===== src/rtl/control_estacionamiento_pkg.sv =====
// Shared constants for the parking-entrance occupancy controller: state codes,
// sensor patterns and default sizing.
package paquete_estacionamiento;

  typedef logic [2:0] estado_t;

  localparam estado_t REPOSO       = 3'd0;
  localparam estado_t ENT_A        = 3'd1;
  localparam estado_t ENT_AB       = 3'd2;
  localparam estado_t ENT_B        = 3'd3;
  localparam estado_t SAL_B        = 3'd4;
  localparam estado_t SAL_BA       = 3'd5;
  localparam estado_t SAL_A        = 3'd6;
  localparam estado_t ESPERA_LIBRE = 3'd7;

  // Sensor patterns are written as {sensor_a, sensor_b}.
  localparam logic [1:0] P_LIBRE = 2'b00;
  localparam logic [1:0] P_A     = 2'b10;
  localparam logic [1:0] P_B     = 2'b01;
  localparam logic [1:0] P_AB    = 2'b11;

  localparam int CAPACIDAD_DEF      = 15;
  localparam int TIMEOUT_CICLOS_DEF = 50_000_000;

  // True while a vehicle is partway through either barrier sequence.
  function automatic logic en_secuencia(input estado_t e);
    return (e != REPOSO) && (e != ESPERA_LIBRE);
  endfunction

endpackage


===== src/rtl/control_estacionamiento_temporizador.sv =====
// Inactivity timer: counts cycles spent in one in-progress state and flags
// when the sequence has been stalled for TIMEOUT_CICLOS cycles.
module temporizador_inactividad #(
  parameter int TIMEOUT_CICLOS = 50_000_000
) (
  input  logic clk,
  input  logic reset,
  input  logic habilitar,
  input  logic limpiar,
  output logic vencido
);

  localparam int AT = (TIMEOUT_CICLOS > 1) ? $clog2(TIMEOUT_CICLOS) : 1;
  localparam logic [AT-1:0] ULTIMO = AT'(TIMEOUT_CICLOS - 1);

  logic [AT-1:0] ciclos;

  always_ff @(posedge clk) begin
    if (!reset || limpiar || !habilitar) begin
      ciclos <= '0;
    end else if (ciclos == ULTIMO) begin
      ciclos <= '0;
    end else begin
      ciclos <= ciclos + AT'(1);
    end
  end

  // Masked by limpiar so a legal transition on the same edge takes priority.
  assign vencido = habilitar && !limpiar && (ciclos == ULTIMO);

endmodule


===== src/rtl/control_estacionamiento.sv =====
// Direction-detecting occupancy controller: decodes A->AB->B->none as an entry
// and B->BA->A->none as an exit, keeping a saturating vehicle count.
module control_estacionamiento
  import paquete_estacionamiento::*;
#(
  parameter int CAPACIDAD      = CAPACIDAD_DEF,
  parameter int ANCHO          = 4,
  parameter int TIMEOUT_CICLOS = TIMEOUT_CICLOS_DEF
) (
  input  logic             clk,
  input  logic             reset,
  input  logic             sensor_a,
  input  logic             sensor_b,
  output logic [ANCHO-1:0] cuenta,
  output logic             lleno,
  output logic             vacio,
  output logic             pulso_entrada,
  output logic             pulso_salida,
  output logic             error_secuencia
);

  localparam logic [ANCHO-1:0] TOPE = ANCHO'(CAPACIDAD);

  estado_t    estado;
  estado_t    sig_legal;
  estado_t    sig;
  logic [1:0] ab;
  logic       commit_ent;
  logic       commit_sal;
  logic       ilegal;
  logic       vencido;
  logic       limpiar;

  assign ab = {sensor_a, sensor_b};

  // Sensor-driven transitions only; the timeout is layered on afterwards.
  always_comb begin
    sig_legal  = estado;
    commit_ent = 1'b0;
    commit_sal = 1'b0;
    ilegal     = 1'b0;
    case (estado)
      REPOSO: begin
        if (ab == P_A)       sig_legal = ENT_A;
        else if (ab == P_B)  sig_legal = SAL_B;
        else if (ab == P_AB) ilegal    = 1'b1;
      end
      ENT_A: begin
        if (ab == P_AB)         sig_legal = ENT_AB;
        else if (ab == P_LIBRE) sig_legal = REPOSO;
        else if (ab == P_B)     ilegal    = 1'b1;
      end
      ENT_AB: begin
        if (ab == P_B)          sig_legal = ENT_B;
        else if (ab == P_A)     sig_legal = ENT_A;
        else if (ab == P_LIBRE) ilegal    = 1'b1;
      end
      ENT_B: begin
        if (ab == P_LIBRE) begin
          sig_legal  = REPOSO;
          commit_ent = 1'b1;
        end else if (ab == P_AB) sig_legal = ENT_AB;
        else if (ab == P_A)      ilegal    = 1'b1;
      end
      SAL_B: begin
        if (ab == P_AB)         sig_legal = SAL_BA;
        else if (ab == P_LIBRE) sig_legal = REPOSO;
        else if (ab == P_A)     ilegal    = 1'b1;
      end
      SAL_BA: begin
        if (ab == P_A)          sig_legal = SAL_A;
        else if (ab == P_B)     sig_legal = SAL_B;
        else if (ab == P_LIBRE) ilegal    = 1'b1;
      end
      SAL_A: begin
        if (ab == P_LIBRE) begin
          sig_legal  = REPOSO;
          commit_sal = 1'b1;
        end else if (ab == P_AB) sig_legal = SAL_BA;
        else if (ab == P_B)      ilegal    = 1'b1;
      end
      default: begin
        if (ab == P_LIBRE) sig_legal = REPOSO;
      end
    endcase
    if (ilegal) sig_legal = ESPERA_LIBRE;
  end

  assign limpiar = (sig_legal != estado);
  assign sig     = vencido ? ESPERA_LIBRE : sig_legal;

  temporizador_inactividad #(
    .TIMEOUT_CICLOS(TIMEOUT_CICLOS)
  ) u_temporizador (
    .clk       (clk),
    .reset     (reset),
    .habilitar (en_secuencia(estado)),
    .limpiar   (limpiar),
    .vencido   (vencido)
  );

  always_ff @(posedge clk) begin
    if (!reset) begin
      estado          <= REPOSO;
      cuenta          <= '0;
      pulso_entrada   <= 1'b0;
      pulso_salida    <= 1'b0;
      error_secuencia <= 1'b0;
    end else begin
      estado          <= sig;
      pulso_entrada   <= 1'b0;
      pulso_salida    <= 1'b0;
      error_secuencia <= ilegal || vencido;
      // A commit that would wrap the count is rejected as an error instead.
      if (commit_ent) begin
        if (cuenta < TOPE) begin
          cuenta        <= cuenta + ANCHO'(1);
          pulso_entrada <= 1'b1;
        end else begin
          error_secuencia <= 1'b1;
        end
      end else if (commit_sal) begin
        if (cuenta != '0) begin
          cuenta       <= cuenta - ANCHO'(1);
          pulso_salida <= 1'b1;
        end else begin
          error_secuencia <= 1'b1;
        end
      end
    end
  end

  assign lleno = (cuenta == TOPE);
  assign vacio = (cuenta == '0);

endmodule


===== config.mk =====
export PLATFORM = sky130hd
export DESIGN_NAME = control_estacionamiento
export DESIGN_NICKNAME = d
export VERILOG_FILES = /design/src/rtl/control_estacionamiento_pkg.sv /design/src/rtl/control_estacionamiento_temporizador.sv /design/src/rtl/control_estacionamiento.sv
export SDC_FILE = /design/constraint.sdc
export NUM_CORES = 1
export LEC_CHECK = 0
export CORE_ASPECT_RATIO = 1.4
export CORE_MARGIN = 2
export CORE_UTILIZATION = 50
export CTS_CLUSTER_SIZE = 40
export DETAILED_ROUTE_END_ITERATION = 12
export PLACE_DENSITY = 0.8
export SLEW_MARGIN = 20
export SYNTH_ARGS = -nofsm -noshare
export SYNTH_HDL_FRONTEND = slang
export SYNTH_HIERARCHICAL = 1
export SYNTH_SLANG_ARGS = --single-unit

===== constraint.sdc =====
create_clock -name clk -period 2.67 [get_ports clk]
set_input_delay 0.534 -clock clk [delete_from_list [all_inputs] [get_ports clk]]
set_output_delay 0.534 -clock clk [all_outputs]
set_load 0.005 [all_outputs]

# ---- Yosys cells after proc, flatten, opt, wreduce, memory -nomap -nowiden
# Cells that the tools add are included.
dict set report classes {
  addsub 3
  n_mul 0
  div_mod_pow 0
  magnitude_cmp 1
  eq_ne 14
  shift 0
  n_mux 46
  n_bitwise 2
  reduce_logical 20
}
# operator count
set op_table {}
lappend op_table {{two-way mux 3 bit} 14}
lappend op_table {{adder 26 x 1 -> 26 bit, second input constant} 1}
lappend op_table {{== test 26 bit, second input constant} 1}
lappend op_table {{two-way mux 1 bit} 26}
lappend op_table {{case mux 3 bit (7 select lines)} 1}
lappend op_table {{two-way mux 4 bit} 4}
lappend op_table {{== test 3 bit, second input constant} 3}
lappend op_table {{case mux 1 bit (7 select lines)} 1}
lappend op_table {{== test 3 x 2 -> 1 bit, second input constant} 2}
lappend op_table {{adder 4 x 1 -> 4 bit, second input constant} 1}
lappend op_table {{== test 2 bit, second input constant} 2}
lappend op_table {{== test 4 bit, second input constant} 1}
lappend op_table {{logical NOT 4 bit} 1}
lappend op_table {{< comparator 4 bit, second input constant} 1}
lappend op_table {{nonzero test 2 bit} 2}
lappend op_table {{nonzero test 4 bit} 1}
lappend op_table {{subtractor 4 x 1 -> 4 bit, second input constant} 1}
lappend op_table {{== test 3 x 1 -> 1 bit, second input constant} 1}
lappend op_table {{logical AND 1 bit} 3}
lappend op_table {{logical NOT 1 bit} 3}
lappend op_table {{logical NOT 3 bit} 1}
lappend op_table {{logical OR 1 bit} 3}
lappend op_table {{!= test 3 bit} 1}
lappend op_table {{!= test 3 bit, second input constant} 1}
lappend op_table {{9 further kinds} 10}
dict set report word_totals {
  reg_bits 36
  latchBits 0
  mem_bits_rw 0
  rom_bits 0
  in_bits 4
  output_inout_bits 9
  wordCells 92
  memories 0
}

# ---- Depth between registers and ports, before layout
# Gate-level depths: netlist (run 1).
dict set report depth {
  ltp_word 14
  mapped_depth 10
  ltp_nobuf 8
}

# ---- Modules after synthesis
# The synthesis (run 1) kept the hierarchy.
# module instances cells_per_inst area_each_um2 seq_area_each_um2
set modules_own_cells {}
lappend modules_own_cells {temporizador_inactividad 1 144 1224.9 520.5}
lappend modules_own_cells {control_estacionamiento 1 107 813.3 200.2}

# ---- Least setup slack after synthesis (run 1)
# Ideal clock, no wire load.
dict set report synth_path {
  kind {input-to-reg}
  startpoint {input port sensor_b}
  endpoint {register cuenta[3]}
  setup_time_ns 0.072
  arrival_ns 2.102
  required_ns 2.598
  path_slack_ns 0.497
  cell_stages 9
  path_buffers 1
  path_cell_list {buf_2 > nand2b_1 > nor3_1 > inv_1 > ha_1 > nand3_1 > and2_1 > o22ai_1 > mux2i_1}
}
dict set report synth_between {
  elab_chain_len 5
  word_cells_on_any_way 9
  classes_between {eq/ne: 1; mux: 4; reduce/logical: 4}
}
# element line
set synth_rtl {}
lappend synth_rtl {{start, declared} control_estacionamiento.sv:13} ;# input logic sensor_b,
lappend synth_rtl {{logical NOT 2 bit (*)} {control_estacionamiento.sv:59, control_estacionamiento.sv:76}}
lappend synth_rtl {{two-way mux 1 bit (*)} {control_estacionamiento.sv:59, control_estacionamiento.sv:76}}
lappend synth_rtl {{two-way mux 1 bit} control_estacionamiento.sv:42} ;# case (estado)
lappend synth_rtl {{!= test 2 x 1 -> 1 bit (no source line) or nonzero test 2 bit (tied branches)} --}
lappend synth_rtl {{AND reduction 3 bit (no source line)} --}
lappend synth_rtl {{end signal, assigned} control_estacionamiento.sv:117} ;# cuenta <= cuenta + ANCHO'(1);
lappend synth_rtl {{end signal, assigned} control_estacionamiento.sv:124} ;# cuenta <= cuenta - ANCHO'(1);
lappend synth_rtl {{end, declared} control_estacionamiento.sv:14} ;# output logic [ANCHO-1:0] cuenta,
# Mark *: on every way between the ends. The rest lies on a longest branch, timed or not.
# A chain may end at the register's enable or synchronous reset.

# ---- Worst setup path after layout (run 1)
dict set report layout_path {
  startpoint {register u_temporizador.ciclos[6]}
  endpoint {register error_secuencia}
}
dict set report layout_between {
  elab_chain_len 6
  word_cells_on_any_way 7
  classes_between {eq/ne: 1; mux: 4; reduce/logical: 2}
}
# element line
set layout_rtl {}
lappend layout_rtl {{start, declared} control_estacionamiento_temporizador.sv:16} ;# logic [AT-1:0] ciclos;
lappend layout_rtl {{start signal, assigned} control_estacionamiento_temporizador.sv:24} ;# ciclos <= ciclos + AT'(1);
lappend layout_rtl {{== test 26 bit (*)} control_estacionamiento_temporizador.sv:29} ;# assign vencido = habilitar && !limpiar && (ciclos == ULTIMO);
lappend layout_rtl {{logical AND 1 bit (*)} control_estacionamiento_temporizador.sv:29}
lappend layout_rtl {{via vencido} control_estacionamiento.sv:31} ;# logic vencido;
lappend layout_rtl {{logical OR 1 bit (*)} control_estacionamiento.sv:113} ;# error_secuencia <= ilegal || vencido;
lappend layout_rtl {{two-way mux 1 bit} control_estacionamiento.sv:123} ;# if (cuenta != '0) begin
lappend layout_rtl {{two-way mux 1 bit} control_estacionamiento.sv:122} ;# end else if (commit_sal) begin
lappend layout_rtl {{two-way mux 1 bit (*)} control_estacionamiento.sv:115} ;# if (commit_ent) begin
lappend layout_rtl {{end signal, assigned} control_estacionamiento.sv:113}
lappend layout_rtl {{end, declared} control_estacionamiento.sv:19} ;# output logic error_secuencia
# The timed path passes the listed nets; every way through them passes the cells marked *.

==> flow_summary.rst, run 1 <==
.. list-table::
   :header-rows: 1

   * - Metric
     - Value
   * - Critical path data arrival time
     - 2.64 ns
   * - Max-slew headroom at the worst pin
     - 0.5745
   * - Total Wirelength
     - 4152 um
   * - Mean area per synthesized cell
     - 8.120 sq um
   * - Worst supply voltage drop on vdd
     - 0.4160 mV
   * - Most common cell after layout, fill and taps aside
     - sky130_fd_sc_hd__dfxtp_1
   * - Total clock buffers created by CTS
     - 5
   * - Synth Register Bits
     - 36
   * - Final clock skew
     - 0.004624 ns
   * - Post-CTS resize count
     - 0
   * - DR vias/cell
     - 5.762
   * - Synthesized netlist cell count
     - 251
   * - Sequential Area
     - 720.7 sq um
   * - Remaining antenna violation count
     - 0
   * - Number of fillers in the final layout
     - 346
   * - Critical Path Slowest Stage Cell
     - sky130_fd_sc_hd__nor3b_1
   * - Commonest non-fill, non-tap cells in the layout
     - sky130_fd_sc_hd__dfxtp_1 (36), sky130_fd_sc_hd__nor2_1 (31), sky130_fd_sc_hd__nand3_1 (20)
   * - Largest net degree at the start of global routing
     - 19
   * - Worst setup EP type
     - flop
   * - Starting density of the core
     - 0.5201
   * - Final weighted congestion of routability-driven global placement
     - 0.8514
   * - DRC violations left
     - 0
   * - Layout overhead on the synthesized area
     - 14.49%
   * - Global-route wire length before repair
     - 7479 um
   * - Worst setup path class
     - reg2reg
   * - Hold-fix buffer count after cts
     - 0
   * - Max Fanout on Critical Path
     - 6
   * - Clock transition at path regs
     - 0.07 ns
   * - Endpoint of the worst hold-timing path
     - u_temporizador/ciclos[0]
   * - Ys flop type
     - sky130_fd_sc_hd__dfxtp_1
   * - Biggest cell delay along the critical path
     - 0.60 ns
   * - Number of hold-slack violations in the final timing report
     - 0
   * - DR iter-0 viols
     - 50
   * - Min-delay src
     - u_temporizador/ciclos[0]
   * - Period minus WS final
     - 2.418 ns
   * - Yosys warning count
     - 6
   * - Maximum capacitance violations
     - 0
   * - Static leakage
     - 0.7801 nW
   * - Worst skew pair latency
     - 0.29 ns
   * - Worst reg-to-reg setup slack
     - 0.25 ns
   * - Cell Count Post-Placement
     - 303
   * - Number of buffers between clock root and the deepest sink
     - 2
   * - Number of flops mapped to enable cells by yosys
     - 0
   * - RSZ-0062 raised after global routing
     - false
   * - Share of synthesized registers carrying an async set or reset
     - 0
   * - Clock Root Buffer
     - sky130_fd_sc_hd__clkbuf_8
   * - Worst reg2reg path startpoint
     - u_temporizador/ciclos[6]
   * - Worst R2R Path Depth
     - 6
   * - Via count of the first global-routing pass
     - 1774
   * - Sequential area share after synthesis
     - 0.3536
   * - Total count of max-transition violations in the final report
     - 0
   * - Area of combinational cells with multiple inputs
     - 1225 sq um
   * - GR Util All Layers
     - 0.2049
   * - Die extent in x
     - 57.96 um
   * - Run status
     - completed
   * - Cell depth of the worst hold path
     - 1
   * - Fraction of layout instances using a drive strength above 1
     - 0.08955
   * - HP Class
     - reg2reg
   * - Floorplan die area
     - 4610 sq um
   * - Total gr overflow
     - 0
   * - Count of nets after finishing
     - 275
   * - Critical path launch point type
     - flop
   * - TritonCTS clock tree
     - done
   * - Die H
     - 79.55 um
   * - Worst r2r dst
     - error_secuencia
   * - Final worst-path cycle share
     - 0.9056
   * - Number of placement rows
     - 27
   * - Total Neg Setup Slack
     - 0 ns
   * - Number of nets produced by synthesis
     - 259
   * - DRT Pass-1 Iters
     - 4
   * - Count of H-tree levels built during CTS
     - 2
   * - # diodes
     - 0
   * - Number of I/O pins
     - 13
   * - Number of buffers inserted by post-CTS setup repair
     - 0
   * - Avg WL per Cell
     - 13.35 um
   * - Number of antenna violations at the first check in global routing
     - 0
   * - Combined area of all synthesized cells
     - 2038 sq um
   * - Slew at the pin with the worst max-slew slack
     - 0.6369 ns
   * - Number of setup violations in the final report
     - 0
   * - Cell-by-cell trace of the critical path
     - or4b_1, nor4_2, nand3_1, nor3b_1, a221oi_1, a31oi_1
   * - Final std cells w/o fill
     - 311
   * - Hold_ws
     - 0.4626 ns
   * - Number of distinct library cells after synthesis
     - 50
   * - Via count
     - 1792
   * - Post-detail-place hpwl
     - 3032 um
   * - WP data required
     - 2.89 ns
   * - CTS sink count
     - 36
   * - CORE AREA
     - 3919 sq um
   * - Number of I/O port buffers
     - 12
   * - Power Dens Cells
     - 541.3 nW/um^2
   * - Achievable frequency
     - 413.6 MHz
## cell type report
class                      count  share of cell area
multi-input combinational    197              0.5249
sequential                    36              0.3088
timing repair buffer          21             0.08579
clock buffer                   5             0.02949
tap                           43             0.02306
clock inverter                 3             0.01823
inverter                       6            0.009651
## report_power, final
group	switching [mW]	total [mW]	internal [mW]
clock network	0.198	0.474	0.276
logic	0.107	0.209	0.102
registers	0.0282	0.580	0.551
## layer usage
metal  global-route usage  up-vias  wire length, um
met5                    0        -                0
met4              0.09302        0              118
met3              0.05511       12              144
met2               0.3739       32             2098
met1               0.2124      814             1791
li1                     -      934                -
## synth_stat cells (2+ instances only)
| master | count | area [sq um] |
|---|---|---|
| sky130_fd_sc_hd__o31ai_1 | 3 | 22.52 |
| sky130_fd_sc_hd__nor2b_1 | 4 | 25.02 |
| sky130_fd_sc_hd__and2_1 | 2 | 12.51 |
| sky130_fd_sc_hd__and3_1 | 6 | 37.54 |
| sky130_fd_sc_hd__nand2b_1 | 5 | 31.28 |
| sky130_fd_sc_hd__dfxtp_1 | 36 | 720.7 |
| sky130_fd_sc_hd__nand4_1 | 6 | 37.54 |
| sky130_fd_sc_hd__nand3_1 | 20 | 100.1 |
| sky130_fd_sc_hd__nor3_1 | 14 | 70.07 |
| sky130_fd_sc_hd__or4_1 | 3 | 22.52 |
| sky130_fd_sc_hd__o22ai_1 | 2 | 12.51 |
| sky130_fd_sc_hd__nor3b_1 | 2 | 15.01 |
| sky130_fd_sc_hd__buf_2 | 8 | 40.04 |
| sky130_fd_sc_hd__buf_6 | 2 | 22.52 |
| sky130_fd_sc_hd__nor4_1 | 2 | 12.51 |
| sky130_fd_sc_hd__nor4_2 | 3 | 37.54 |
| sky130_fd_sc_hd__or3_1 | 3 | 18.77 |
| sky130_fd_sc_hd__a21oi_1 | 13 | 65.06 |
| sky130_fd_sc_hd__nand3b_1 | 2 | 15.01 |
| sky130_fd_sc_hd__o211ai_1 | 4 | 30.03 |
| sky130_fd_sc_hd__and3b_1 | 2 | 17.52 |
| sky130_fd_sc_hd__o21ai_0 | 8 | 40.04 |
| sky130_fd_sc_hd__a31oi_1 | 2 | 12.51 |
| sky130_fd_sc_hd__xor2_1 | 18 | 157.7 |
| sky130_fd_sc_hd__inv_1 | 6 | 22.52 |
| sky130_fd_sc_hd__a22oi_1 | 2 | 15.01 |
| sky130_fd_sc_hd__or4b_1 | 2 | 20.02 |
| sky130_fd_sc_hd__nor2_1 | 31 | 116.4 |
| sky130_fd_sc_hd__nand2_1 | 14 | 52.55 |
| sky130_fd_sc_hd__ha_1 | 3 | 37.54 |
| sky130_fd_sc_hd__xnor2_1 | 4 | 35.03 |
## worst max-delay path by stage
stage	from	end	cells past startpoint
CTS	sensor_b	cuenta[3]	9
global placement	sensor_b	u_temporizador/ciclos[16]	10
finish	u_temporizador/ciclos[6]	error_secuencia	6
detailed placement	sensor_b	cuenta[3]	9
floorplan	sensor_b	cuenta[3]	9
global route	sensor_b	u_temporizador/ciclos[16]	10
## metrics by stage
step                instance area [sq um]  worst slack [ns]  utilization  power [mW]
CTS                                  2333            0.2866       0.5955       1.278
detailed placement                   2222          -0.02221       0.5671      0.8008
finish                               2333            0.2520       0.5955       1.263
floorplan                            2038            0.4968            -      0.7346
global route                         2333           0.04794       0.5955       1.326
global placement                     2222           0.05543       0.5671      0.7943
## cells by family after synthesis
kind of cell / share of synthesized area
adder cells (fa/ha/maj): 0.02824
buffers and inverters: 0.04542
XOR/XNOR: 0.09453
multiplexers: 0.004911
flip-flops: 0.3536
AND/OR/NAND/NOR: 0.3376
AO/OA/AOI/OAI: 0.1357
## sequential cells by signal (all words and copies together), names as in the netlist
name,cells
estado,3
cuenta,4
error_secuencia,1
pulso_entrada,1
pulso_salida,1
u_temporizador/ciclos,26
## worst max-delay path: cells and delay by family (launching register included)
| kind | cells | cell delay, ns |
|---|---|---|
| DFF | 1 | 0.43 |
| AOI/OAI and AO/OA | 2 | 0.28 |
| and+or+nand+nor | 4 | 1.64 |
(Power assumes the default switching activity.)
==> run 2: changes to the inputs <==
- CTS_BUF_LIST: default -> sky130_fd_sc_hd__clkbuf_16
==> run 2 against run 1 <==
First-iteration DRC count grew 42%. Register-to-register slack is essentially flat. Die area is the same. Critical endpoint is now cuenta[3]. Largest cell class unchanged.
==> flow_summary.rst, run 2 (synthesized netlist as in run 1, its figures left out) <==
.. list-table::
   :header-rows: 1

   * - Metric
     - Value
   * - Number of setup violations in the final report
     - 0 (unchanged)
   * - Max Fanout on Critical Path
     - 4 (-2)
   * - Fraction of power consumed by combinational cells
     - 0.144 (-0.022)
   * - Number of I/O pins
     - 13 (unchanged)
   * - Summed area of non-filler cells in the final layout
     - 2390 sq um (+2.4%)
   * - Worst skew pair latency
     - 0.28 ns (about the same)
   * - TritonCTS clock tree
     - done
   * - Largest register FFs
     - 26 (unchanged)
   * - Maximum capacitance violations
     - 0 (unchanged)
   * - Post-detail-place hpwl
     - 3032 um (unchanged)
   * - Largest reg by FF count
     - u_temporizador/ciclos
   * - Power Total
     - 1.449 mW (+15%)
   * - Switching Power
     - 356.8 uW (+6.9%)
   * - Achievable frequency
     - 413.3 MHz (about the same)
   * - Number of fillers in the final layout
     - 337 (-2.6%)
   * - Most common cell after layout, fill and taps aside
     - sky130_fd_sc_hd__dfxtp_1
   * - Power share of the clock group
     - 0.455 (+0.079)
   * - Reg power frac
     - 0.401 (-0.058)
   * - Floorplan die area
     - 4610 sq um (unchanged)
   * - DR vias/cell
     - 5.830 (+1.2%)
   * - WP data required
     - 2.88 ns (about the same)
   * - Starting density of the core
     - 0.5201 (unchanged)
   * - Number of placement rows
     - 27 (unchanged)
   * - Largest net degree at the start of global routing
     - 19 (unchanged)
   * - Number of buffers inserted by post-CTS setup repair
     - 0 (unchanged)
   * - Number of buffers between clock root and the deepest sink
     - 2 (unchanged)
   * - CORE AREA
     - 3919 sq um (unchanged)
   * - Critical path launch point type
     - input pin
   * - # diodes
     - 0 (unchanged)
   * - Worst supply voltage drop on vdd
     - 0.6735 mV (+62%)
   * - Layout overhead on the synthesized area
     - 17.25%
   * - Worst Slack Setup Final
     - 0.2507 ns (-0.001303 ns)
   * - Power Dens Cells
     - 606.3 nW/um^2 (+12%)
   * - Global-route wire length before repair
     - 7486 um (about the same)
   * - Internal power consumption
     - 1.092 mW (+17%)
   * - DRT Pass-1 Iters
     - 4 (unchanged)
   * - Post-CTS resize count
     - 0 (unchanged)
   * - Avg WL per Cell
     - 13.57 um (+1.6%)
   * - Number of antenna violations at the first check in global routing
     - 0 (unchanged)
   * - Total count of max-transition violations in the final report
     - 0 (unchanged)
   * - Worst setup path class
     - in2reg
   * - Slew at the pin with the worst max-slew slack
     - 0.6186 ns (-0.01825 ns)
   * - Final weighted congestion of routability-driven global placement
     - 0.8514 (unchanged)
   * - Hold-fix buffer count after cts
     - 0 (unchanged)
   * - Count of H-tree levels built during CTS
     - 2 (unchanged)
   * - Via count
     - 1813 (+1.2%)
   * - Count of nets after finishing
     - 275 (unchanged)
   * - Final worst-path cycle share
     - 0.9061 (about the same)
   * - RSZ-0062 raised after global routing
     - false
   * - Fraction of layout instances using a drive strength above 1
     - 0.08955 (unchanged)
   * - Remaining antenna violation count
     - 0 (unchanged)
   * - Die extent in x
     - 57.96 um (unchanged)
   * - DR iter-0 viols
     - 71 (+42%)
   * - CTS sink count
     - 36 (unchanged)
   * - Registers with the most flip-flops
     - u_temporizador/ciclos (26), cuenta (4), estado (3)
   * - Total Wirelength
     - 4220 um (+1.6%)
   * - Area of placed instances
     - 2222 sq um (unchanged)
   * - Period minus WS final
     - 2.419 ns (+0.001303 ns)
   * - Pre-CTS worst setup slack
     - -0.02221 ns (unchanged)
   * - Number of hold-slack violations in the final timing report
     - 0 (unchanged)
   * - Die H
     - 79.55 um (unchanged)
   * - HP Class
     - reg2reg
   * - Number of I/O port buffers
     - 12 (unchanged)
   * - Max-slew headroom at the worst pin
     - 0.5844 (+0.009914)
   * - Final clock skew
     - 0.003155 ns (-0.001468 ns)
   * - Via count of the first global-routing pass
     - 1759 (-0.85%)
   * - Run status
     - completed
   * - Final std cells w/o fill
     - 311 (unchanged)
   * - Clock Root Buffer
     - sky130_fd_sc_hd__clkbuf_16
   * - Commonest non-fill, non-tap cells in the layout
     - sky130_fd_sc_hd__dfxtp_1 (36), sky130_fd_sc_hd__nor2_1 (31), sky130_fd_sc_hd__nand3_1 (20)
   * - Total Neg Setup Slack
     - 0 ns (unchanged)
   * - DRC violations left
     - 0 (unchanged)
   * - Total gr overflow
     - 0 (unchanged)
   * - Static leakage
     - 0.8057 nW (+3.3%)
   * - Worst setup EP type
     - flop
   * - Net switching share of the total power
     - 0.2462 (-0.01794)
   * - Cell Count Post-Placement
     - 303 (unchanged)
   * - Total clock buffers created by CTS
     - 5 (unchanged)
   * - GR Util All Layers
     - 0.2062 (+0.001332)
   * - Clock transition at path regs
     - 0.06 ns (about the same)
   * - Critical path data arrival time
     - 2.63 ns (about the same)
## run 2: cell counts in the layout (fill, tap and decap cells not counted)
Identical to the previous run, type by type.
## run 2: layer usage
metal | track usage | share of wire
met1 | 0.2144 | 0.43
met2 | 0.3807 | 0.51
met3 | 0.05186 | 0.035
met4 | 0.08837 | 0.024
met5 | 0 | 0
## run 2: critical path, cell delays in order
cell,delay [ns]
sky130_fd_sc_hd__clkdlybuf4s50_1,0.46
sky130_fd_sc_hd__nand2b_1,0.18
sky130_fd_sc_hd__nor3_1,0.32
sky130_fd_sc_hd__inv_1,0.15
sky130_fd_sc_hd__ha_1,0.36
sky130_fd_sc_hd__nand3_1,0.10
sky130_fd_sc_hd__and2_1,0.16
sky130_fd_sc_hd__o22ai_1,0.17
sky130_fd_sc_hd__mux2i_1,0.20
## run 2: worst paths after layout
kind | slack (ns) | to | cells after the start | from
hold / removal | 0.46 | u_temporizador/ciclos[0] | 1 | u_temporizador/ciclos[0]
setup reg to reg | 0.26 | error_secuencia | 6 | u_temporizador/ciclos[6]
setup / recovery | 0.25 | cuenta[3] | 9 | sensor_b
hold reg to reg | 0.46 | u_temporizador/ciclos[0] | 1 | u_temporizador/ciclos[0]
## run 2: per-stage QoR
| stage | util | hold slack [ns] |
|---|---|---|
| floorplan | - | 0.4301 |
| detailed placement | 0.5671 | 0.4529 |
| finish | 0.6098 | 0.4581 |
| CTS | 0.6098 | 0.4663 |
| global route | 0.6098 | 0.4830 |
| global placement | 0.5671 | 0.4435 |
## run 2: final cells by class
class                   count  area (sq um)  area share
inverters                   6         22.52    0.009424
flip-flops and latches     36         720.7      0.3016
repair buffers             21         200.2     0.08377
well taps                  43         53.80     0.02251
clock inverters             3         42.54     0.01780
multi-input cells         197          1225      0.5126
clock buffers               5         125.1     0.05236
## run 2: power groups by stage
stage	registers (mW)	clock network, mW	logic (mW)
floorplan	0.571	0	0.164
global placement	0.592	0	0.203
detailed placement	0.592	0	0.209
CTS	0.580	0.672	0.210
global route	0.584	0.695	0.231
finish	0.581	0.659	0.209
==> run 3: changes to the inputs <==
- clock period: 2.67 -> 2.5 ns (I/O delays scaled with it)
==> run 3 against run 2 <==
Global-route usage rose by 0.087 points. Die area unchanged. Cell area up 2.7%. Worst hold slack gained 0.0069 ns. Sequential share of layout area decreased by 0.80 points. Setup slack worse by 0.025 ns. Sequential power increased by 6.5%. Clock skew grew 0.0027 ns. Via count is 3.4% higher. Register-to-register slack better by 0.08 ns. Critical endpoint is now u_temporizador/ciclos[8]. Largest power group unchanged.
==> flow_summary.rst, run 3 (synthesized netlist as in run 1, its figures left out) <==
.. list-table::
   :header-rows: 1

   * - Metric
     - Value
   * - Post-detail-place hpwl
     - 3192 um (+5.3%)
   * - Max Fanout on Critical Path
     - 18 (+14)
   * - Power Dens Cells
     - 632.0 nW/um^2 (+4.2%)
   * - DR iter-0 viols
     - 60 (-15%)
   * - Number of hold-slack violations in the final timing report
     - 0 (unchanged)
   * - Registers with the most flip-flops
     - u_temporizador/ciclos (26), cuenta (4), estado (3)
   * - Via count
     - 1874 (+3.4%)
   * - Total count of max-transition violations in the final report
     - 0 (unchanged)
   * - Via count of the first global-routing pass
     - 1760 (+0.057%)
   * - Die extent in x
     - 57.96 um (unchanged)
   * - Avg WL per Cell
     - 13.50 um (-0.52%)
   * - CTS sink count
     - 36 (unchanged)
   * - Slew at the pin with the worst max-slew slack
     - 0.6048 ns (-0.01381 ns)
   * - Final worst-path cycle share
     - 0.9096
   * - Hold-fix buffer count after cts
     - 0 (unchanged)
   * - Worst reg-to-reg setup slack
     - 0.34 ns (+0.08 ns)
   * - Run status
     - completed
   * - Period minus WS final
     - 2.274 ns
   * - HP Class
     - reg2reg
   * - TritonCTS clock tree
     - done
   * - Number of placement rows
     - 27 (unchanged)
   * - DR vias/cell
     - 5.875 (+0.77%)
   * - Remaining antenna violation count
     - 0 (unchanged)
   * - Floorplan die area
     - 4610 sq um (unchanged)
   * - Fraction of layout instances using a drive strength above 1
     - 0.1196 (+0.03001)
   * - Clock Root Buffer
     - sky130_fd_sc_hd__clkbuf_16
   * - Largest net degree at the start of global routing
     - 19 (unchanged)
   * - Cell depth of the worst hold path
     - 1 (unchanged)
   * - Commonest non-fill, non-tap cells in the layout
     - sky130_fd_sc_hd__dfxtp_1 (36), sky130_fd_sc_hd__nor2_1 (31), sky130_fd_sc_hd__nand3_1 (20)
   * - RSZ-0062 raised after global routing
     - false
   * - Number of I/O pins
     - 13 (unchanged)
   * - Worst supply voltage drop on vdd
     - 0.6828 mV (+1.4%)
   * - WP data required
     - 2.66 ns (-0.22 ns)
   * - Max-slew headroom at the worst pin
     - 0.5937 (+0.009275)
   * - Maximum capacitance violations
     - 0 (unchanged)
   * - Critical path data arrival time
     - 2.43 ns (-0.20 ns)
   * - Total clock buffers created by CTS
     - 5 (unchanged)
   * - Achievable frequency
     - 439.8 MHz
   * - Number of setup violations in the final report
     - 0 (unchanged)
   * - DRT Pass-1 Iters
     - 4 (unchanged)
   * - Clock transition at path regs
     - 0.06 ns (about the same)
   * - Total Wirelength
     - 4306 um (+2.0%)
   * - Die H
     - 79.55 um (unchanged)
   * - Count of H-tree levels built during CTS
     - 2 (unchanged)
   * - Largest reg by FF count
     - u_temporizador/ciclos
   * - Worst R2R Path Depth
     - 6 (unchanged)
   * - Starting density of the core
     - 0.5201 (unchanged)
   * - Worst setup EP type
     - flop
   * - DRC violations left
     - 0 (unchanged)
   * - Critical path launch point type
     - input pin
   * - Layout overhead on the synthesized area
     - 20.44%
   * - Final clock skew
     - 0.005814 ns (+0.002658 ns)
   * - CORE AREA
     - 3919 sq um (unchanged)
   * - Total Neg Setup Slack
     - 0 ns (unchanged)
   * - Number of I/O port buffers
     - 12 (unchanged)
   * - Worst skew pair latency
     - 0.28 ns (about the same)
   * - Count of nets after finishing
     - 283 (+2.9%)
   * - # diodes
     - 0 (unchanged)
   * - GR Util All Layers
     - 0.2071 (+0.0008732)
   * - Static leakage
     - 0.8453 nW (+4.9%)
   * - Number of buffers between clock root and the deepest sink
     - 2 (unchanged)
   * - Hold_ws
     - 0.4650 ns (+0.006899 ns)
   * - Largest register FFs
     - 26 (unchanged)
   * - Most common cell after layout, fill and taps aside
     - sky130_fd_sc_hd__dfxtp_1
   * - Final weighted congestion of routability-driven global placement
     - 0.8551 (+0.43%)
   * - Global-route wire length before repair
     - 7465 um (-0.28%)
   * - Number of antenna violations at the first check in global routing
     - 0 (unchanged)
   * - Total gr overflow
     - 0 (unchanged)
   * - Worst setup path class
     - in2reg
   * - Number of buffers inserted by post-CTS setup repair
     - 0 (unchanged)
run 3: cell count changes in the layout (fill, tap and decap cells not counted), sizes merged:
cell,delta
buf,+8
run 3: final timing paths:
| path | start | endpoint |
|---|---|---|
| worst max-delay path | sensor_b | u_temporizador/ciclos[8] |
| worst min-delay path | u_temporizador/ciclos[0] | u_temporizador/ciclos[0] |
| worst max register to register | u_temporizador/ciclos[11] | error_secuencia |
| worst min register to register | u_temporizador/ciclos[0] | u_temporizador/ciclos[0] |
run 3: what timing repair did:
action / in CTS / in global routing
endpoints found under the hold margin: 0 / 0
resized for setup: 0 / 1
endpoints found under the setup margin: 0 / 1
run 3: per-layer routing:
| layer | global-route usage | up-vias | wire length, um |
|---|---|---|---|
| li1 | - | 947 | - |
| met1 | 0.2181 | 887 | 1759 |
| met2 | 0.3898 | 35 | 2348 |
| met3 | 0.04700 | 5 | 140 |
| met4 | 0.07442 | 0 | 58 |
| met5 | 0 | - | 0 |
run 3: cell type report:
| cell class | instances | area (sq um) |
|---|---|---|
| inverter | 6 | 22.52 |
| clock inverter | 3 | 42.54 |
| multi-input combinational | 197 | 1230 |
| tap | 43 | 53.80 |
| timing repair buffer | 29 | 260.3 |
| sequential | 36 | 720.7 |
| clock buffer | 5 | 125.1 |
| fill | 347 | 1464 |
run 3: power breakdown:
part	internal, mW	switching, mW
logic	0.115	0.112
registers	0.590	0.0294
clock network	0.468	0.238
run 3: stage by stage:
stage | utilization | worst slack, ns | instance area [sq um] | instances | total power, mW
floorplan | - | 0.3608 | 2038 | 251 | 0.7846
global placement | 0.5824 | -0.003798 | 2282 | 311 | 0.8549
detailed placement | 0.5824 | -0.01092 | 2282 | 311 | 0.8571
CTS | 0.6252 | 0.1711 | 2450 | 319 | 1.558
global route | 0.6264 | 0.07244 | 2455 | 319 | 1.621
finish | 0.6264 | 0.2260 | 2455 | 319 | 1.551
run 3: worst max-delay path, stage by stage:
cell,delay (ns)
sky130_fd_sc_hd__clkdlybuf4s50_1,0.50
sky130_fd_sc_hd__buf_4,0.15
sky130_fd_sc_hd__nand2b_1,0.12
sky130_fd_sc_hd__o21ai_0,0.08
sky130_fd_sc_hd__a22o_1,0.24
sky130_fd_sc_hd__a21oi_1,0.22
sky130_fd_sc_hd__and3b_1,0.28
sky130_fd_sc_hd__nand2_2,0.12
sky130_fd_sc_hd__buf_12,0.15
sky130_fd_sc_hd__a21oi_1,0.05
